File: config.mk
export PLATFORM = sky130hd
export DESIGN_NAME = fetch_unit
export DESIGN_NICKNAME = d
export VERILOG_FILES = /design/src/rtl/fetch_unit.sv
export SDC_FILE = /design/constraint.sdc
export NUM_CORES = 1
export LEC_CHECK = 0
export BUFFER_PORTS_ARGS = -buffer_cell sky130_fd_sc_hd__buf_2
export CAP_MARGIN = 0
export CORE_MARGIN = 2
export CORE_UTILIZATION = 59
export DETAILED_ROUTE_END_ITERATION = 8
export HOLD_SLACK_MARGIN = 0.12
export PLACE_DENSITY = 0.86
export SYNTH_ARGS = -nofsm -noshare
export SYNTH_HDL_FRONTEND = slang
export SYNTH_SLANG_ARGS = --single-unit
File: constraint.sdc
create_clock -name clk -period 6.2 [get_ports clk]
set_input_delay 0.93 -clock clk [delete_from_list [all_inputs] [get_ports clk]]
set_output_delay 0.93 -clock clk [all_outputs]
set_load 0.01 [all_outputs]
File: src/rtl/fetch_unit.sv
//------------------------------------------------------------------------------
// Module   : fetch_unit
// Function : RV32I fetch stage with one outstanding request, 2-entry buffer.
// Revision : 1.0
//------------------------------------------------------------------------------
`default_nettype none

module fetch_unit #(
    parameter logic [31:0] RESET_PC   = 32'h0000_0000,
    parameter int unsigned FIFO_DEPTH = 2
) (
    input  logic        clk,
    input  logic        rst,
    output logic        imem_req_valid,
    input  logic        imem_req_ready,
    output logic [31:0] imem_req_addr,
    input  logic        imem_rsp_valid,
    input  logic [31:0] imem_rsp_data,
    input  logic        redirect_valid,
    input  logic [31:0] redirect_target,
    output logic        inst_valid,
    input  logic        inst_ready,
    output logic [31:0] inst,
    output logic [31:0] inst_pc,
    output logic [6:0]  opcode,
    output logic [2:0]  funct3,
    output logic        funct7,
    output logic        fetch_fault
);

    typedef enum logic [1:0] {
        S_REQ   = 2'd0,
        S_WAIT  = 2'd1,
        S_FAULT = 2'd2
    } state_t;

    state_t      state, state_nxt;
    logic [31:0] pc, pc_nxt;
    logic [31:0] req_addr, req_addr_nxt;
    logic        req_valid, req_valid_nxt;
    logic        discard, discard_nxt;
    logic        fault, fault_nxt;
    logic [1:0]  count, count_nxt;
    logic [31:0] inst0, inst0_nxt, inst1, inst1_nxt;
    logic [31:0] pc0, pc0_nxt, pc1, pc1_nxt;
    logic        accept, rsp_take, push, pop, flush;

    always_comb begin
        accept        = req_valid & imem_req_ready;
        rsp_take      = (state == S_WAIT) & imem_rsp_valid;
        state_nxt     = state;
        pc_nxt        = pc;
        discard_nxt   = discard;
        fault_nxt     = fault;
        push          = 1'b0;
        flush         = 1'b0;
        count_nxt     = count;
        inst0_nxt     = inst0;
        inst1_nxt     = inst1;
        pc0_nxt       = pc0;
        pc1_nxt       = pc1;
        req_valid_nxt = 1'b0;
        req_addr_nxt  = req_addr;

        unique case (state)
            S_REQ: begin
                if (accept) state_nxt = S_WAIT;
            end
            S_WAIT: begin
                // The only outstanding response ends the discard window either way.
                if (rsp_take) begin
                    state_nxt   = S_REQ;
                    discard_nxt = 1'b0;
                    if (!discard && !redirect_valid) begin
                        push   = 1'b1;
                        pc_nxt = pc + 32'd4;
                    end
                end
            end
            S_FAULT: begin
                state_nxt = S_FAULT;
            end
            default: state_nxt = S_FAULT;
        endcase

        if (redirect_valid && state != S_FAULT) begin
            flush = 1'b1;
            if (redirect_target[1:0] != 2'b00) begin
                fault_nxt = 1'b1;
                state_nxt = S_FAULT;
            end else begin
                pc_nxt = redirect_target;
                if (req_valid || (state == S_WAIT && !rsp_take))
                    discard_nxt = 1'b1;
            end
        end

        pop = (count != 2'd0) & inst_ready & ~flush;

        // Shift-style buffer: entry 0 is always the head seen by decode.
        if (flush) begin
            count_nxt = 2'd0;
        end else begin
            unique case ({push, pop})
                2'b10: begin
                    if (count == 2'd0) begin
                        inst0_nxt = imem_rsp_data;
                        pc0_nxt   = req_addr;
                    end else begin
                        inst1_nxt = imem_rsp_data;
                        pc1_nxt   = req_addr;
                    end
                    count_nxt = count + 2'd1;
                end
                2'b01: begin
                    inst0_nxt = inst1;
                    pc0_nxt   = pc1;
                    count_nxt = count - 2'd1;
                end
                2'b11: begin
                    if (count == 2'd1) begin
                        inst0_nxt = imem_rsp_data;
                        pc0_nxt   = req_addr;
                    end else begin
                        inst0_nxt = inst1;
                        pc0_nxt   = pc1;
                        inst1_nxt = imem_rsp_data;
                        pc1_nxt   = req_addr;
                    end
                end
                default: ;
            endcase
        end

        // A raised request is held with a stable address until accepted.
        if (req_valid && !imem_req_ready) begin
            req_valid_nxt = 1'b1;
        end else if (state_nxt == S_REQ && !discard_nxt &&
                     ({30'd0, count_nxt} < FIFO_DEPTH)) begin
            req_valid_nxt = 1'b1;
            req_addr_nxt  = pc_nxt;
        end
    end

    always_ff @(posedge clk) begin
        if (rst) begin
            state     <= S_REQ;
            pc        <= RESET_PC;
            req_addr  <= RESET_PC;
            req_valid <= 1'b0;
            discard   <= 1'b0;
            fault     <= 1'b0;
            count     <= 2'd0;
            inst0     <= 32'd0;
            inst1     <= 32'd0;
            pc0       <= 32'd0;
            pc1       <= 32'd0;
        end else begin
            state     <= state_nxt;
            pc        <= pc_nxt;
            req_addr  <= req_addr_nxt;
            req_valid <= req_valid_nxt;
            discard   <= discard_nxt;
            fault     <= fault_nxt;
            count     <= count_nxt;
            inst0     <= inst0_nxt;
            inst1     <= inst1_nxt;
            pc0       <= pc0_nxt;
            pc1       <= pc1_nxt;
        end
    end

    assign imem_req_valid = req_valid;
    assign imem_req_addr  = req_addr;
    assign inst_valid     = (count != 2'd0);
    assign inst           = inst0;
    assign inst_pc        = pc0;
    assign opcode         = inst0[6:0];
    assign funct3         = inst0[14:12];
    assign funct7         = inst0[30];
    assign fetch_fault    = fault;

endmodule

`default_nettype wire

# Word level (Yosys, flattened, before mapping)
# Index checks and enable logic that the tools add are counted.
# Widths: inputs -> output; s select.
word_totals:
  register_bits: 199
  input_bits: 70
  output_inout_bits: 110
  wordCells: 88
classes:
  addsub: 3
  order_cmp: 1
  n_eq_ne: 9
  muxes: 35
  bitwise_logic: 6
  n_reduce_logical: 23
ops:
  columns: ["cell", "count"]
  rows:
  - ["$mux 32", 13]
  - ["$pmux 32 s3", 2]
  - ["$pmux 32 s2", 2]
  - ["$add 32x3->32 const B", 1]
  - ["$mux 1", 11]
  - ["$mux 2", 5]
  - ["$ne 2x2->1 const B", 4]
  - ["$pmux 2 s2", 2]
  - ["$eq 2x1->1 const B", 3]
  - ["$logic_and 1x1->1", 6]
  - ["$logic_not 2->1", 3]
  - ["$reduce_bool 2->1", 3]
  - ["$logic_not 1->1", 5]
  - ["$and 1x1->1", 4]
  - ["$eq 2x2->1 const B", 2]
  - ["$reduce_and 2->1", 2]
  - ["$reduce_and 4->1", 1]
  - ["$reduce_and 3->1", 1]
  - ["$reduce_bool 3->1", 1]
  - ["$add 2x1->2 const B", 1]
  - ["$lt 2x2->1 const B", 1]
  - ["$not 1->1", 2]
  - ["$sub 2x1->2 const B", 1]
  - ["$logic_or 1x1->1", 1]

# Depth between registers and ports, before layout
logic_depth:
  ltp_word: 13
  depth_mapped: 14
  depth_no_buf: 12

# Worst setup path after synthesis
# Ideal clock, no wire load.
synth_path:
  path_type: "input port to flip-flop"
  startpoint: "in imem_rsp_valid"
  endpoint: "reg req_addr[30] (netlist: imem_req_addr[30])"
  setup_ns: 0.136
  arrival_time_ns: 3.764
  t_required_ns: 6.064
  path_slack_ns: 2.300
  stages: 11
  path_buffers: 3
  path_cell_list: "nand3b_1 > clkbuf_1 > or3_1 > ha_1 > nor2b_1 > a211oi_1 > or4b_2 > a211oi_1 > buf_2 > buf_1 > o22ai_1"
synth_between:
  elab_chain_len: 11
  word_cells_on_any_way: 29
  classes_between: "order compare (1); eq/ne (2); mux (17); bitwise (1); reduce/logical (8)"
synth_lines:
  columns: ["element", "line", "source"]
  rows:
  - ["start: declaration", "17", "input logic imem_rsp_valid,"]
  - ["$and 1x1->1 (*)", "50", "rsp_take = (state == S_WAIT) & imem_rsp_valid;"]
  - ["branches (longest 10 deep; another with $lt 2x2->1)", null, null]
  - ["end signal: assignment", "161", "req_addr <= req_addr_nxt;"]
  - ["end: declaration", "39", "logic [31:0] req_addr, req_addr_nxt;"]
# Mark *: on every way between the ends.
# A chain may end at the register's enable or synchronous reset.

# Worst setup path in the final report
layout_path:
  startpoint: "in imem_rsp_valid"
  endpoint: "reg req_addr[27] (netlist: imem_req_addr[27])"
# The elaborated chain is that of the path after synthesis.

==> results.md <==
- Row count: 43
- Crit path kind: primary input to flop
- CP max stage delay: ~740 ps
- Register area: around 4000 µm²
- Congestion Overflow GR: 0
- Period minus WS final: between 4000 and 5000 ps
- Tcrit/Tclk final: 68.1%
- Met1 usage: 36.9%
- CTS Hold Bufs: 0
- Initial antenna violation count: 0
- CTS max path bufs: 2
- Max Slew Vio Count: 0
- Filler instances: roughly 1100
- Share of the synthesized area in the top cell type: 47.8%
- Area contributors post-synth: dfxtp_1 48%, nand2_1 7.1%, a211oi_1 6.4%
- Footprint of the multi-input gates: between 3000 and 4000 µm²
- CORE AREA: approximately 14000 µm²
- Power density cells: 266 nW/µm²
- Clock skew: 8.41 ps
- Die width: approximately 120 µm
- CTS Root Cell: clkbuf_16
- M3 GR Usage: roughly 5.6%
- Worst-path clk slew: 70 ps
- Slowest stage cell on the critical path: or4b_2
- Synth Cell Area: 8340 µm²
- Setup TNS: 0 ps
- Post-synth EDFFs: 0
- Most used routing layer: met2
- Req. time, crit path: approximately 6500 ps
- Worst-Skew Late Latency: approximately 430 ps
- Final setup fails: 0
- Die height: between 100 and 150 µm
- Hold_ws: between 400 and 500 ps
- Dpl hpwl: approximately 14000 µm
- CP arrival: 4540 ps
- Max-slew headroom: between 30% and 40%
- Total number of vias: 7510
- CP Max Fanout: between 40 and 50
- Wire per inst: about 16 µm
- Vias in the first global route: 6684
- Via-to-Cell Ratio: ~5.8
- Mapped Cells: 998
- RSZ-0062 raised after global routing: no
- Final hold violations: 0
- Overall routing resource usage: between 20% and 30%
- Slew @ Worst Pin: 1030 ps
- # port buffers: around 180
- Critical Path Start Type: primary input
- ANT nets after route: 0
- Outcome: finished clean
- Buffer count from post-CTS setup fixing: 0
- Die area: about 15000 µm²
- # diodes: 0
- First-pass GRT wire length: between 30000 and 40000 µm
- Peak VDD IR: ~0.17 mV
- CTS tree: built
- DR iter-0 viols: approximately 740
- Clock Sinks: slightly below 200
- Predominant post-synthesis flop cell: dfxtp_1
- Ports: 180
- Post-Syn Nets: ~1100
- Worst hold path type: flop to flop
- Synth unique cells: 48
- Mapped Avg Cell Area: between 8 and 9 µm²
- Fmax: 237 MHz
- Htree depth: 4
- Initial Util: 60.3%
- Yosys top cell by area: dfxtp_1
- Max-cap viol count: 0
- Remaining DRCs: 0
- Final wirelength: 21000 µm
- CP Capture Type: flop
- 1st-pass router iterations: 5
- Top-count cell post-synth: dfxtp_1
- Share of synthesized registers carrying an async set or reset: 0%
- Sequential area share after synthesis: between 40% and 50%
- Leakage Power: ~3.8 nW
- Post-synth top cells: 199 x dfxtp_1, 157 x nand2_1, 122 x nor2_1
- Nets: between 1000 and 1500
- Critical-path cell list: buf_2 -> nand3b_1 -> or3_1 -> ha_1 -> nor2b_1 -> a211oi_1 -> or4b_2 -> a211oi_4 -> buf_4 -> nor3b_1 -> a31o_2
- Resized cells post-CTS: 0
- Area growth syn-to-layout: 17.4%
- RD Place Congestion: 0.899
- Layout cells sized above 1: between 20% and 30%
- Ys Warns: 0
- Flops & latches, synth: a little under 200
- Largest net degree at the start of global routing: about 130
- Met2 Use GR: ~45%
- Num CTS Buffers: 17
==> cell families (layout without fill, tap and decap cells) <==
kind of cell,after synthesis,count (layout),synth area share [%]
buffers and inverters,110,237,5.60
flip-flops,199,199,47.8
multiplexers,11,11,1.32
XOR/XNOR,24,24,2.52
AND/OR/NAND/NOR,390,390,20.9
adder cells (fa/ha/maj),7,7,1.05
AO/OA/AOI/OAI,257,257,20.8
==> final timing paths <==
| check | startpoint | endpoint | slack [ps] | cells past startpoint |
|---|---|---|---|---|
| worst min-delay path | inst1[8] | inst1[8] | 450 | 2 |
| worst max-delay path | imem_rsp_valid | imem_req_addr[27] | 1980 | 11 |
| worst min register to register | inst1[8] | inst1[8] | 450 | 2 |
| worst max register to register | state[1] | imem_req_addr[27] | 2120 | 10 |
==> layer usage <==
layer / routed length [µm] / vias to the layer above / part of all wire [%]
li1: - / 3719 / -
met1: 9220 / 3479 / 44
met2: 9920 / 273 / 47
met3: 1340 / 39 / 6.4
met4: 501 / 0 / 2.4
met5: 0 / - / 0
==> power by group <==
part	internal, mW	switching [mW]	total (mW)
Combinational	0.0667	0.102	0.168
Sequential	1.30	0.0223	1.32
Clock	0.644	0.469	1.11
Total	2.01	0.593	2.60
==> placed cells by master (no fill, tap or decap), types with 9 or more instances in the layout <==
master     Yosys  final
a211oi_1      71     69
a21oi_1       75     75
a22oi_1       64     64
buf_2          4    178
clkbuf_16      0     17
dfxtp_1      199    199
inv_1         20     20
mux2i_1       11     11
nand2_1      157    156
nand2b_1      17     17
nand3_1       13     13
nand4_1       11     11
nor2_1       122    121
nor3_1        20     20
o21ai_0       11     11
o22ai_1        9      9
o32ai_1       11     11
xnor2_1       17     17
==> state kept, by name (all words and copies together) (netlist names) <==
name	cells
inst_pc	32
inst1	32
count	2
inst	32
fetch_fault	1
pc	32
discard	1
state	2
imem_req_addr	32
pc1	32
imem_req_valid	1
==> critical path: cells and delay by family <==
| kind | cells | cell delay [ps] |
|---|---|---|
| AND/OR/NAND/NOR | 5 | 1990 |
| AO/OA/AOI/OAI | 3 | 700 |
| buffers and inverters | 2 | 550 |
| adder cells (fa/ha/maj) | 1 | 360 |
==> per-stage QoR <==
step	area [µm²]	std cells	util [%]	setup WS (ps)	power, mW
after floorplan	8340	998	-	2300	1.45
after global placement	9200	1275	66.5	1760	1.51
after detailed placement	9200	1275	66.5	1610	1.52
after CTS	9790	1305	70.8	2040	2.61
after global routing	9790	1305	70.8	1750	2.68
final	9790	1305	70.8	1980	2.60
==> cell type report <==
class / instances / area share (%)
repair buffers: 187 / 9.95
clock buffers: 23 / 5.09
multi-input cells: 689 / 40.3
clock inverters: 7 / 0.958
flip-flops and latches: 199 / 40.7
inverters: 20 / 0.767
well taps: 180 / 2.30
Note: power is estimated with default switching activity, not from simulation.
